**src/rtl/snn_pkg.sv**
```systemverilog
// Shared SNN definitions so the LIF neuron and the AER encoder agree on
// membrane-state width and on how an address-event word is packed.
//   NEURON_STATE_W : membrane state width
//   AER_TS_W       : default AER timestamp width
//   aer_event_t    : {ts, state}, ts in the upper bits
package snn_pkg;

  localparam int unsigned NEURON_STATE_W = 8;
  localparam int unsigned AER_TS_W       = 8;
  localparam int unsigned AER_EVENT_W    = AER_TS_W + NEURON_STATE_W;

  typedef struct packed {
    logic [AER_TS_W-1:0]       ts;
    logic [NEURON_STATE_W-1:0] state;
  } aer_event_t;

endpackage

```
**src/rtl/spike_aer_encoder_if.sv**
```systemverilog
// Valid/ready address-event stream.
//   evt_valid : head event valid (producer -> consumer)
//   evt_ready : consumer accepts head when evt_valid && evt_ready
//   evt_data  : {timestamp, state} of head event
// master = encoder side, slave = consumer side.
interface spike_aer_encoder_if
  import snn_pkg::*;
#(
  parameter int unsigned TS_W = AER_TS_W
);

  logic                           evt_valid;
  logic                           evt_ready;
  logic [TS_W+NEURON_STATE_W-1:0] evt_data;

  modport master (output evt_valid, output evt_data, input evt_ready);
  modport slave  (input evt_valid, input evt_data, output evt_ready);

endinterface

```
**src/rtl/aer_fifo.sv**
```systemverilog
// Synchronous FIFO for AER words, synchronous active-low reset.
//   push/wdata : write request; refused when full unless a pop happens the same cycle
//   pop        : read request; ignored when empty
//   rdata      : head word; when empty it holds the last word popped (0 after reset)
//   full/empty : status, level : entries stored (0..Depth)
module aer_fifo
  import snn_pkg::*;
#(
  parameter int unsigned Width = AER_EVENT_W,
  parameter int unsigned Depth = 4
) (
  input  logic                     clk,
  input  logic                     rst_n,
  input  logic                     push,
  input  logic                     pop,
  input  logic [Width-1:0]         wdata,
  output logic [Width-1:0]         rdata,
  output logic                     full,
  output logic                     empty,
  output logic [$clog2(Depth):0]   level
);

  localparam int unsigned PtrW = $clog2(Depth);
  localparam int unsigned LvlW = PtrW + 1;

  logic [Width-1:0] mem_q [Depth];
  logic [PtrW-1:0]  wr_ptr_q, rd_ptr_q;
  logic [LvlW-1:0]  level_q;
  logic [Width-1:0] last_q;
  logic             do_push, do_pop;

  assign empty   = (level_q == '0);
  assign full    = (level_q == LvlW'(Depth));
  assign do_pop  = pop && !empty;
  // When full, a same-cycle pop frees the slot being written (wr_ptr == rd_ptr).
  assign do_push = push && (!full || do_pop);
  assign level   = level_q;
  assign rdata   = empty ? last_q : mem_q[rd_ptr_q];

  always_ff @(posedge clk) begin
    if (do_push) mem_q[wr_ptr_q] <= wdata;
  end

  always_ff @(posedge clk) begin
    if (!rst_n) begin
      wr_ptr_q <= '0;
      rd_ptr_q <= '0;
      level_q  <= '0;
      last_q   <= '0;
    end else begin
      if (do_push) wr_ptr_q <= wr_ptr_q + PtrW'(1);
      if (do_pop) begin
        rd_ptr_q <= rd_ptr_q + PtrW'(1);
        last_q   <= mem_q[rd_ptr_q];
      end
      unique case ({do_push, do_pop})
        2'b10:   level_q <= level_q + LvlW'(1);
        2'b01:   level_q <= level_q - LvlW'(1);
        default: level_q <= level_q;
      endcase
    end
  end

endmodule

```
**src/rtl/spike_aer_encoder.sv**
```systemverilog
// Converts LIF neuron spikes into timestamped AER words on a valid/ready stream.
// Optional feature macro: SPIKE_RATE_EN (spike-rate window counter).
//   clk, rst_n       : clock, synchronous active-low reset
//   en               : timestep enable; time advances and spikes are sampled only when 1
//   spike_in/state_in: neuron spike and membrane state
//   evt              : event stream (master modport)
//   fifo_level       : entries buffered
//   overflow/clr_ovf : sticky drop flag and its clear (set wins)
//   rate_out/rate_valid : spikes per window and update pulse (0 when feature is off)
module spike_aer_encoder
  import snn_pkg::*;
#(
  parameter int unsigned TS_W  = AER_TS_W,
  parameter int unsigned DEPTH = 4,
  parameter int unsigned WIN_W = 4
) (
  input  logic                      clk,
  input  logic                      rst_n,
  input  logic                      en,
  input  logic                      spike_in,
  input  logic [NEURON_STATE_W-1:0] state_in,
  spike_aer_encoder_if.master       evt,
  output logic [$clog2(DEPTH):0]    fifo_level,
  output logic                      overflow,
  input  logic                      clr_ovf,
  output logic [WIN_W:0]            rate_out,
  output logic                      rate_valid
);

  logic [TS_W-1:0] ts_q, ts_d;
  logic            ovf_q, ovf_d;
  logic            push_req, pop, full, empty, drop;

  assign push_req = en && spike_in;
  assign pop      = evt.evt_valid && evt.evt_ready;
  assign drop     = push_req && full && !pop;

  aer_fifo #(
    .Width (TS_W + NEURON_STATE_W),
    .Depth (DEPTH)
  ) u_fifo (
    .clk   (clk),
    .rst_n (rst_n),
    .push  (push_req),
    .pop   (pop),
    .wdata ({ts_q, state_in}),
    .rdata (evt.evt_data),
    .full  (full),
    .empty (empty),
    .level (fifo_level)
  );

  assign evt.evt_valid = !empty;
  assign overflow      = ovf_q;

  always_comb begin
    ts_d  = en ? ts_q + TS_W'(1) : ts_q;
    ovf_d = ovf_q;
    if (drop)         ovf_d = 1'b1;
    else if (clr_ovf) ovf_d = 1'b0;
  end

  always_ff @(posedge clk) begin
    if (!rst_n) begin
      ts_q  <= '0;
      ovf_q <= 1'b0;
    end else begin
      ts_q  <= ts_d;
      ovf_q <= ovf_d;
    end
  end

`ifdef SPIKE_RATE_EN
  logic [WIN_W-1:0] win_q, win_d;
  logic [WIN_W:0]   cnt_q, cnt_d, cnt_inc;
  logic [WIN_W:0]   rate_q, rate_d;
  logic             rv_q, rv_d;

  // Counts attempted pushes, so dropped spikes still show up in the rate.
  assign cnt_inc = cnt_q + {{WIN_W{1'b0}}, push_req};

  always_comb begin
    win_d  = win_q;
    cnt_d  = cnt_q;
    rate_d = rate_q;
    rv_d   = 1'b0;
    if (en) begin
      win_d = win_q + WIN_W'(1);
      if (win_q == {WIN_W{1'b1}}) begin
        rate_d = cnt_inc;
        rv_d   = 1'b1;
        cnt_d  = '0;
      end else begin
        cnt_d  = cnt_inc;
      end
    end
  end

  always_ff @(posedge clk) begin
    if (!rst_n) begin
      win_q  <= '0;
      cnt_q  <= '0;
      rate_q <= '0;
      rv_q   <= 1'b0;
    end else begin
      win_q  <= win_d;
      cnt_q  <= cnt_d;
      rate_q <= rate_d;
      rv_q   <= rv_d;
    end
  end

  assign rate_out   = rate_q;
  assign rate_valid = rv_q;
`else
  assign rate_out   = '0;
  assign rate_valid = 1'b0;
`endif

endmodule

```
**src/flat_wrapper.sv**
```systemverilog
// flat-port wrapper written by rule: the top's interface ports become plain ports
module spike_aer_encoder_flat import snn_pkg::*;
#(
  parameter int unsigned TS_W  = AER_TS_W,
  parameter int unsigned DEPTH = 4,
  parameter int unsigned WIN_W = 4
)
  (clk, rst_n, en, spike_in, state_in, fifo_level, overflow, clr_ovf, rate_out, rate_valid, evt_evt_valid, evt_evt_data, evt_evt_ready);
  spike_aer_encoder_if #(.TS_W(TS_W)) evt_i ();
  input  logic clk;
  input  logic rst_n;
  input  logic en;
  input  logic spike_in;
  input  logic [NEURON_STATE_W-1:0] state_in;
  output logic [$clog2(DEPTH):0] fifo_level;
  output logic overflow;
  input  logic clr_ovf;
  output logic [WIN_W:0] rate_out;
  output logic rate_valid;
  output wire logic [$bits(evt_i.evt_valid)-1:0] evt_evt_valid;
  output wire logic [$bits(evt_i.evt_data)-1:0] evt_evt_data;
  input wire logic [$bits(evt_i.evt_ready)-1:0] evt_evt_ready;
  assign evt_evt_valid = evt_i.evt_valid;
  assign evt_evt_data = evt_i.evt_data;
  assign evt_i.evt_ready = evt_evt_ready;
  spike_aer_encoder #(.TS_W(TS_W), .DEPTH(DEPTH), .WIN_W(WIN_W)) u_core (.clk(clk), .rst_n(rst_n), .en(en), .spike_in(spike_in), .state_in(state_in), .evt(evt_i), .fifo_level(fifo_level), .overflow(overflow), .clr_ovf(clr_ovf), .rate_out(rate_out), .rate_valid(rate_valid));
endmodule
```
**config.mk**
```make
export PLATFORM = sky130hd
export DESIGN_NAME = spike_aer_encoder_flat
export DESIGN_NICKNAME = d
export VERILOG_FILES = /design/src/rtl/snn_pkg.sv /design/src/rtl/spike_aer_encoder_if.sv /design/src/rtl/aer_fifo.sv /design/src/rtl/spike_aer_encoder.sv /design/src/flat_wrapper.sv
export SDC_FILE = /design/constraint.sdc
export NUM_CORES = 1
export LEC_CHECK = 0
export CAP_MARGIN = 20
export CORE_ASPECT_RATIO = 1.25
export CORE_MARGIN = 2
export CORE_UTILIZATION = 45
export CTS_CLUSTER_SIZE = 30
export DETAILED_ROUTE_END_ITERATION = 12
export GPL_ROUTABILITY_DRIVEN = 0
export HOLD_SLACK_MARGIN = 0.03
export PLACE_DENSITY = 0.66
export SETUP_SLACK_MARGIN = 0.4
export SYNTH_ARGS = -nofsm -noshare
export SYNTH_HDL_FRONTEND = slang
export SYNTH_SLANG_ARGS = --single-unit
```
**constraint.sdc**
```tcl
create_clock -name clk -period 5.9 [get_ports clk]
set_input_delay 1.18 -clock clk [delete_from_list [all_inputs] [get_ports clk]]
set_output_delay 1.18 -clock clk [all_outputs]
set_load 0.05 [all_outputs]
```
==> summary.txt, run 1 <==
Synthesis
  • Warnings from Yosys: 0
  • Library cells used by synthesis: 35
  • Syn Inst Count: 273
  • Register area share after synthesis: 64.6%
  • Mapped Area: 4030 um2
  • Synth Register Bits: 98
  • Syn Area/Cell: 14.8 um2
  • Post-synthesis async set-or-reset flop share: 0%
  • Post-synth EDFFs: 64
  • Dominant synthesized flop cell: edfxtp_1

CTS
  • Clock slew at the register clock pins of the worst setup and hold paths: 0.09 ns
  • Num CTS Buffers: 9
  • Hold_buf cts: 0
  • Root Driver: clkbuf_8
  • Worst skew pair latency: 0.36 ns
  • Clock sinks: 98
  • CTS tree: yes
  • Post-CTS resize count: 0
  • Max Buffers Root-to-Sink: 2
  • H-tree level count: 3
  • Buffer count from post-CTS setup fixing: 0

Detailed routing
  • Final wirelength: 6960 um
  • Post-route ant nets: 0
  • Detailed-route via count: 2160
  • DRT iter0 DRCs: 138
  • First-pass detailed-route iteration total: 4
  • Remaining DRCs: 0
  • Routed len/inst: 16.1 um
  • Via density: 5.01

Global routing
  • First-pass GRT wire length: 11200 um
  • Antenna violations before repair: 0
  • Gr ovfl total: 0
  • Gr usage total: 16.0%
  • Largest net degree at the start of global routing: 36
  • Vias in the first global route: 2151

Setup path
  • CP arrival: 2.80 ns
  • CP Class: flop to output pin
  • Critical path fanouts, max: 11
  • Worst setup EP type: output pin
  • CP required: 4.72 ns
  • Worst Setup Start Kind: flop

Timing
  • Setup Skew: 0.0102 ns
  • Final worst-path cycle share: 67.4%
  • Worst slew margin: 30.3%
  • Least-Margin Pin Slew: 1.05 ns
  • Post-route setup TNS: 0 ns
  • Max-slew violation count: 0
  • Final setup margin: 1.92 ns
  • Fin. Hold Viols: 0
  • Unrepaired setup endpoints after global routing: no
  • Final setup violation count: 0
  • Fmax: 251 MHz
  • Post-layout min period: 3.98 ns

Place
  • IO buf count: 34
  • Post-DP HPWL: 4240 um
  • Placed cell count: 415
  • Place WS: 2.21 ns
  • Dpl cell area: 4440 um2

Floorplanning
  • Core area: 8700 um2
  • Die height: 110 um
  • Die area: 9740 um2
  • Die X: 88.7 um
  • Starting Density: 46.3%
  • Num rows: 38
  • Top-Level Pins: 41

Layout
  • Ant diodes: 0
  • Commonest non-fill, non-tap cells in the layout: edfxtp_1 (64), nand2_1 (41), dfxtp_1 (34), clkdlybuf4s50_1 (34)
  • Filler cell count: 748
  • Final net count: 326
  • Area Growth Syn to Fin: 14.6%
  • Post-route insts no fill: 431
  • Post-layout instance area: 4620 um2
  • Commonest non-fill, non-tap cell in the layout: edfxtp_1
  • Layout cells sized above 1: 17.0%

Run
  • Max-Cap Viols: 0

Power
  • Pwr per Cell Area: 499 nW/um2
  • Total power: 2.30 mW
  • VDD IR-drop max: 0.000294 V
  • Pleak: 1.52 nW

Hold path
  • HP Class: flop to flop

Run status
  • Outcome: finished, final reports clean
synth_stat cells (all sizes together) (5+ instances only):
cell	n	share of area [%]
a21boi	20	3.7
and2	13	2.0
buf	16	2.6
dfxtp	34	17
edfxtp	64	48
ha	5	1.6
mux2	16	4.5
mux4	16	8.9
nand2	41	3.8
nor2b	5	0.78
o21ai	5	0.62
xnor2	8	1.7
final timing paths:
kind                                          startpoint                  endpoint  slack, ns  cells after the start
worst max register to register    u_core.u_fifo.level[0]    u_core.u_fifo.level[2]       3.45                      5
worst min register to register  u_core.u_fifo.last_q[15]  u_core.u_fifo.last_q[15]       0.46                      2
worst max-delay path                                flop           evt_evt_data[9]       1.92                      4
worst min-delay path            u_core.u_fifo.last_q[15]  u_core.u_fifo.last_q[15]       0.46                      2
stage by stage:
stage | utilization [%] | hold WS, ns
floorplan | - | 0.433
global route | 53.1 | 0.475
global placement | 51.0 | 0.439
detailed placement | 51.0 | 0.446
finish | 53.1 | 0.456
CTS | 53.1 | 0.459
registers in the layout, indices dropped and copies added (netlist names), named ones only:
name / count
u_core.overflow: 1
u_core.ts_q: 8
u_core.u_fifo.last_q: 16
u_core.u_fifo.level: 3
u_core.u_fifo.mem_q: 64
u_core.u_fifo.rd_ptr_q: 2
u_core.u_fifo.wr_ptr_q: 2
final cells by class:
cell class / instances / area (um2) / area share [%]
flip-flops and latches: 98 / 2600 / 56.4
multi-input cells: 157 / 1320 / 28.5
repair buffers: 36 / 355 / 7.69
well taps: 120 / 150 / 3.25
clock buffers: 9 / 124 / 2.68
clock inverters: 7 / 55.1 / 1.19
inverters: 4 / 15.0 / 0.325
cells by family (layout without fill, tap and decap cells):
family / count (synthesis) / after routing / synth area share [%]
fa+ha+maj: 6 / 6 / 2.05
buf+inv: 23 / 56 / 3.26
compound gates: 29 / 29 / 5.31
mux: 34 / 34 / 13.9
xor+xnor: 9 / 9 / 1.96
other cells: 1 / 6 / 0.0930
simple gates: 73 / 73 / 8.88
flops: 98 / 98 / 64.6
metal layers:
| layer | GRT usage [%] | wire [um] |
|---|---|---|
| met3 | 3.15 | 227 |
| met1 | 20.4 | 3120 |
| met5 | 0 | 0 |
| met2 | 26.1 | 3470 |
| met4 | 7.47 | 137 |
worst max-delay path, cell delays in order, from the launching register on:
cell and delay, ns:
dfxtp_1 0.55, buf_4 0.34, mux4_2 0.57, mux2_2 0.28, clkdlybuf4s50_1 0.70
where the power goes:
part / switching, mW / internal, mW
Sequential: 0.0540 / 0.795
Clock: 0.235 / 0.156
Combinational: 0.651 / 0.413
Power figures use the tool's default switching activity.
==> run 2, diff against run 1 <==
clock period = 3.76 ns   (was 5.9 ns; I/O delays follow)
==> summary.txt, run 2 (synthesis gave the netlist of run 1 again) <==
Detailed routing
  • Remaining DRCs: 0 (unchanged)
  • Detailed-route via count: 2192 (+1.5%)
  • Post-route ant nets: 0 (unchanged)
  • Final wirelength: 6990 um (+0.47%)
  • Via density: 5.02 (about the same)
  • Routed len/inst: 16.0 um (-0.91%)
  • First-pass detailed-route iteration total: 4 (unchanged)
  • DRT iter0 DRCs: 131 (-5.1%)

Place
  • Placed cell count: 421 (+1.4%)
  • IO buf count: 34 (unchanged)
  • Post-DP HPWL: 4390 um (+3.4%)

Global routing
  • First-pass GRT wire length: 11300 um (+0.37%)
  • Gr usage total: 15.8% (-0.13 points)
  • GR Layer Usage met2: 24.9% (-1.2 points)
  • Met1 Use GR: 21.7% (+1.3 points)
  • Vias in the first global route: 2125 (-1.2%)
  • Largest net degree at the start of global routing: 21 (-42%)
  • GRT met3 Usage: 3.83% (+0.68 points)
  • Most used routing layer: met2
  • Gr ovfl total: 0 (unchanged)
  • Antenna violations before repair: 0 (unchanged)

Floorplanning
  • Core area: 8700 um2 (unchanged)
  • Die height: 110 um (unchanged)
  • Die area: 9740 um2 (unchanged)
  • Starting Density: 46.3% (unchanged)
  • Top-Level Pins: 41 (unchanged)
  • Num rows: 38 (unchanged)
  • Die X: 88.7 um (unchanged)

Setup path
  • Cell family with most CP delay: buffers and inverters
  • Critical path fanouts, max: 16 (+5)
  • CP Buf/Inv Count: 2 (unchanged)
  • CP required: 3.01 ns (-1.71 ns)
  • Worst stage delay on the critical path: 0.69 ns (about the same)
  • CP arrival: 2.49 ns (-0.31 ns)
  • CP Class: flop to output pin
  • Setup slack, reg-to-reg: 1.85 ns (-1.60 ns)
  • CP max stage cell: clkdlybuf4s50_1
  • CP Cell Sequence: buf_4 -> mux4_2 -> mux2_2 -> clkdlybuf4s50_1
  • Worst Setup Start Kind: flop
  • Worst setup EP type: output pin

CTS
  • CTS tree: yes
  • Worst skew pair latency: 0.35 ns (about the same)
  • Root Driver: clkbuf_8
  • Max Buffers Root-to-Sink: 2 (unchanged)
  • Num CTS Buffers: 9 (unchanged)
  • Hold_buf cts: 0 (unchanged)
  • H-tree level count: 3 (unchanged)
  • Clock slew at the register clock pins of the worst setup and hold paths: 0.08 ns (about the same)
  • Clock sinks: 98 (unchanged)

Power
  • Pwr per Cell Area: 789 nW/um2 (+58%)
  • Sw Share: 38.8% (-2.0 points)
  • Comb power frac: 45.2% (-1.0 points)
  • VDD IR-drop max: 0.000346 V (+18%)
  • Seq pwr share: 35.0% (-1.8 points)
  • Net Sw Power: 1.45 mW (+54%)
  • Share of total power in the clock network: 19.8% (+2.8 points)
  • Pleak: 1.75 nW (+15%)
  • Pint: 2.29 mW (+68%)

Layout
  • Final net count: 332 (+1.8%)
  • Area Growth Syn to Fin: 17.6%
  • Ant diodes: 0 (unchanged)
  • Biggest registers after layout: u_core.u_fifo.mem_q (64), u_core.u_fifo.last_q (16), u_core.ts_q (8)
  • Largest reg by FF count: u_core.u_fifo.mem_q
  • Filler cell count: 714 (-4.5%)
  • Max reg flops: 64 (unchanged)
  • Commonest non-fill, non-tap cells in the layout: edfxtp_1 (64), nand2_1 (41), dfxtp_1 (34)
  • Commonest non-fill, non-tap cell in the layout: edfxtp_1
  • Layout cells sized above 1: 18.6% (+1.6 points)
  • Post-route insts no fill: 437 (+1.4%)

Timing
  • Unrepaired setup endpoints after global routing: no
  • Least-Margin Pin Slew: 0.708 ns (-0.337 ns)
  • Final setup violation count: 0 (unchanged)
  • Worst slew margin: 52.7% (+22 points)
  • Setup Skew: 0.0159 ns (+0.00569 ns)
  • Max-slew violation count: 0 (unchanged)
  • Fin. Hold Viols: 0 (unchanged)
  • Post-route setup TNS: 0 ns (unchanged)
  • Final worst-path cycle share: 86.3%
  • Fmax: 308 MHz
  • Post-layout min period: 3.25 ns

Hold path
  • HP Class: flop to flop

Run
  • Max-Cap Viols: 0 (unchanged)

Run status
  • Outcome: finished, final reports clean
-- run 2: power groups by stage --
| stage | clock network [mW] | registers [mW] | logic [mW] |
|---|---|---|---|
| 3_5_place_dp | 0 | 1.34 | 1.72 |
| 5_1_grt | 0.807 | 1.32 | 1.80 |
| 4_1_cts | 0.764 | 1.31 | 1.73 |
| 3_3_place_gp | 0 | 1.33 | 1.71 |
| 2_1_floorplan | 0 | 1.37 | 1.25 |
| 6_report | 0.741 | 1.31 | 1.69 |
-- run 2: final cells by class --
cell class	instances	area, um2	share of cell area [%]
flip-flops and latches	98	2600	54.9
multi-input cells	157	1320	27.8
repair buffers	42	433	9.13
well taps	120	150	3.17
clock buffers	10	138	2.90
clock inverters	6	87.6	1.85
inverters	4	15.0	0.317
-- run 2: final timing paths --
check | startpoint | to | depth (start not counted)
setup reg to reg | u_core.u_fifo.level[0] | u_core.u_fifo.last_q[8] | 4
hold reg to reg | u_core.u_fifo.last_q[15] | u_core.u_fifo.last_q[15] | 2
hold / removal | u_core.u_fifo.last_q[15] | u_core.u_fifo.last_q[15] | 2
setup / recovery | flop | evt_evt_data[6] | 4
-- run 2: repair_timing --
| action | 4_1_cts | 5_1_grt |
|---|---|---|
| resized for setup | 0 | 10 |
| setup buffers | 0 | 0 |
| setup endpoints to repair | 0 | 10 |
-- run 2: tightest hold or removal path, cell delays in order, from the launching register on --
cell      delay [ns]
dfxtp_1         0.31
nand2_1         0.05
a21boi_1        0.05
-- run 2: per-stage QoR --
stage | worst slack [ns] | hold slack [ns] | utilization (%) | power [mW] | instance area [um2]
global route | 0.401 | 0.479 | 54.5 | 3.93 | 4740
finish | 0.515 | 0.456 | 54.5 | 3.74 | 4740
CTS | 0.444 | 0.458 | 54.2 | 3.81 | 4720
detailed placement | 0.826 | 0.446 | 51.6 | 3.06 | 4490
floorplan | 1.06 | 0.433 | - | 2.62 | 4050
global placement | 0.832 | 0.439 | 51.5 | 3.04 | 4480
-- run 2: metal layers --
layer	vias up	routed length [um]
met5	-	0
met4	0	67
met3	6	200
met2	38	3480
met1	1093	3240
li1	1055	-
==> run 3, diff against run 2 <==
PLACE_DENSITY = 0.65   (was 0.66)
SLEW_MARGIN = 0   (was not set)
SYNTH_HIERARCHICAL = 1   (was not set)
==> summary.txt, run 3 <==
Synthesis
  • Mapped Area: 4170 um2 (+3.3%)
  • Library cells used by synthesis: 44 (+26%)
  • Synth top area share: 46.1% (-1.5 points)
  • Syn Inst Count: 284 (+4.0%)
  • Mux cell area share after synthesis: 13.7% (-0.21 points)
  • Post-synthesis xor/xnor area fraction: 1.89% (-0.063 points)
  • Dominant synthesized flop cell: edfxtp_1
  • Post-synthesis async set-or-reset flop share: 0% (unchanged)
  • Largest family of logic cells by synthesized area: multiplexers
  • Synth Area in Simple Gates: 9.19% (+0.32 points)
  • Synth Register Bits: 98 (unchanged)
  • Warnings from Yosys: 6 (+6)
  • Post-synth EDFFs: 64 (unchanged)
  • Post-synth top cells: edfxtp_1 (64), nand2_1 (40), dfxtp_1 (34), mux2_2 (16), mux4_2 (16)
  • Post-Synth Adder-Cell Area: 1.98% (-0.066 points)
  • Register area share after synthesis: 62.5% (-2.1 points)
  • Ranking of synthesized cells by area: edfxtp_1 (46%), dfxtp_1 (16%), mux4_2 (8.7%), mux2_2 (4.3%), nand2_1 (3.6%)
  • Most common cell in the netlist: edfxtp_1
  • Synth area leader: edfxtp_1
  • Synth Area in Compound Gates: 6.34% (+1.0 points)
  • Syn Area/Cell: 14.7 um2 (-0.68%)

Layout
  • Biggest registers after layout: u_core/u_fifo/mem_q (64), u_core/u_fifo/last_q (16), u_core/ts_q (8)
  • Commonest non-fill, non-tap cells in the layout: edfxtp_1 (64), nand2_1 (40), dfxtp_1 (34)
  • FF/Latch Area: 2600 um2 (unchanged)
  • Largest reg by FF count: u_core/u_fifo/mem_q
  • Area of the multi-input gates: 1400 um2 (+6.5%)
  • Area Growth Syn to Fin: 19.3%
  • Layout cells sized above 1: 20.7% (+2.1 points)
  • Ant diodes: 0 (unchanged)
  • Max reg flops: 64 (unchanged)
  • Commonest non-fill, non-tap cell in the layout: edfxtp_1
  • Filler cell count: 756 (+5.9%)
  • Final net count: 339 (+2.1%)

Setup path
  • CP required: 3.01 ns (about the same)
  • Reg2reg end: u_core/u_fifo/mem_q[3][6]
  • CP Cell Sequence: buf_4 -> mux4_2 -> mux2_2 -> clkdlybuf4s50_1
  • Cell family with most CP delay: buffers and inverters
  • Worst Setup Start Kind: flop
  • CP max stage cell: clkdlybuf4s50_1
  • CP Buf/Inv Count: 2 (unchanged)
  • Critical path fanouts, max: 16 (unchanged)
  • Worst setup EP type: output pin
  • Setup slack, reg-to-reg: 0.84 ns (-1.01 ns)
  • R2R Path Start: u_core/u_fifo/level[0]
  • CP arrival: 2.50 ns (about the same)
  • R2R depth: 8 (+4)
  • CP Class: flop to output pin
  • Worst stage delay on the critical path: 0.70 ns (about the same)

Power
  • Comb power frac: 5.4% (-40 points)
  • Net Sw Power: 0.457 mW (-69%)
  • Pleak: 1.93 nW (+10%)
  • Share of total power in the clock network: 44.3% (+24 points)
  • Pwr per Cell Area: 470 nW/um2 (-40%)
  • VDD IR-drop max: 0.000295 V (-15%)
  • Seq pwr share: 50.3% (+15 points)
  • Pint: 1.88 mW (-18%)
  • Sw Share: 19.6% (-19 points)

Detailed routing
  • Met3 WL: 218 um (+9.0%)
  • DRT met1 WL: 3240 um (about the same)
  • Top Metal Used: met4
  • Met2 WL: 3690 um (+5.8%)
  • Final wirelength: 7300 um (+4.5%)
  • Post-route ant nets: 0 (unchanged)
  • Via density: 5.10 (+1.7%)
  • Routed len/inst: 16.3 um (+2.1%)
  • Detailed-route via count: 2281 (+4.1%)
  • DRT iter0 DRCs: 80 (-39%)
  • First-pass detailed-route iteration total: 4 (unchanged)
  • Remaining DRCs: 0 (unchanged)

CTS
  • Hold_buf cts: 0 (unchanged)
  • Worst skew pair latency: 0.34 ns (about the same)
  • Root Driver: clkbuf_16
  • H-tree level count: 3 (unchanged)
  • Clock sinks: 98 (unchanged)
  • Max Buffers Root-to-Sink: 2 (unchanged)
  • CTS tree: yes
  • Num CTS Buffers: 9 (unchanged)
  • Post-CTS resize count: 0 (unchanged)
  • Clock slew at the register clock pins of the worst setup and hold paths: 0.06 ns (-0.02 ns)
  • Buffer count from post-CTS setup fixing: 0 (unchanged)

Hold path
  • Hold_sp: u_core/u_fifo/last_q[4]
  • Hold Path Sink: u_core/u_fifo/last_q[4]
  • HP Class: flop to flop
  • Hold Path Stages: 2 (unchanged)

Floorplanning
  • Top-Level Pins: 41 (unchanged)
  • Starting Density: 45.9% (-0.44 points)
  • Die area: 10000 um2 (+3.2%)
  • Die height: 112 um (+1.6%)
  • Core area: 9080 um2 (+4.3%)
  • Die X: 90.1 um (+1.6%)
  • Num rows: 39 (+2.6%)

Timing
  • Least-Margin Pin Slew: 0.864 ns (+0.155 ns)
  • Post-layout min period: 3.25 ns (+0.00724 ns)
  • Fin. Hold Viols: 0 (unchanged)
  • Final setup margin: 0.508 ns (-0.00724 ns)
  • Setup Skew: 0.00651 ns (-0.00939 ns)
  • Fmax: 307 MHz (-0.22%)
  • Unrepaired setup endpoints after global routing: no
  • Final worst-path cycle share: 86.5% (+0.19 points)
  • Max-slew violation count: 0 (unchanged)
  • Post-route setup TNS: 0 ns (unchanged)
  • Final setup violation count: 0 (unchanged)
  • Hold_ws: 0.461 ns (+0.00488 ns)
  • Worst slew margin: 42.4% (-10 points)

Run
  • Max-Cap Viols: 0 (unchanged)

Place
  • Place WS: 0.470 ns (-0.356 ns)
  • IO buf count: 34 (unchanged)
  • Post-DP HPWL: 4930 um (+13%)

Global routing
  • Antenna violations before repair: 0 (unchanged)
  • Vias in the first global route: 2322 (+9.3%)
  • Gr ovfl total: 0 (unchanged)
  • Gr usage total: 15.8% (-0.088 points)
  • Largest net degree at the start of global routing: 22 (+4.8%)
  • First-pass GRT wire length: 12100 um (+7.2%)

Run status
  • Outcome: finished, final reports clean
==> run 3: cells by family after synthesis <==
group,count (synthesis)
AOI/OAI and AO/OA,30
xor gates and xnor gates,9
adders and majority gates,6
buffers and inverters,29
DFF,98
muxes,35
other,1
and+or+nand+nor,76
==> run 3: how the worst max path moves through the flow <==
stage                                      to  slack (ns)  depth (start not counted)
finish                       evt_evt_data[11]        0.51                          4
global route                  evt_evt_data[6]        0.41                          4
CTS                           evt_evt_data[3]        0.41                          4
detailed placement  u_core/u_fifo/mem_q[3][6]        0.47                          4
global placement    u_core/u_fifo/mem_q[3][6]        0.63                          4
floorplan              u_core/u_fifo/level[2]        0.89                         12
==> run 3: worst reg2reg max path: cells and delay by family, from the launching register on <==
family	cells	cell delay, ns
buf+inv	3	0.53
flops	1	0.52
simple gates	5	1.49
==> run 3: cell type report <==
type                       count  share of cell area [%]
sequential                    98                    52.4
multi-input combinational    162                    28.2
timing repair buffer          40                    8.86
clock buffer                  10                    4.81
tap                          123                    3.10
clock inverter                 6                    2.09
inverter                       8                   0.604
==> run 3: power groups by stage <==
stage	sequential, mW	clock [mW]	combinational, mW
floorplan	1.19	0	0.0891
global placement	1.20	0	0.124
detailed placement	1.20	0	0.128
CTS	1.17	1.06	0.129
global route	1.18	1.11	0.137
finish	1.17	1.03	0.127
==> run 3: routing by layer <==
layer / vias to the layer above / GRT usage [%]
li1: 1086 / -
met1: 1139 / 19.3
met2: 47 / 26.5
met3: 9 / 2.91
met4: 0 / 8.72
met5: - / 0
==> run 3: stage by stage <==
stage	power, mW	area (um2)	cells	utilization [%]
final	2.34	4970	447	54.8
after detailed placement	1.33	4590	431	50.6
after floorplan	1.28	4180	289	-
after CTS	2.36	4940	447	54.4
after global placement	1.32	4570	430	50.3
after global routing	2.42	4970	447	54.8
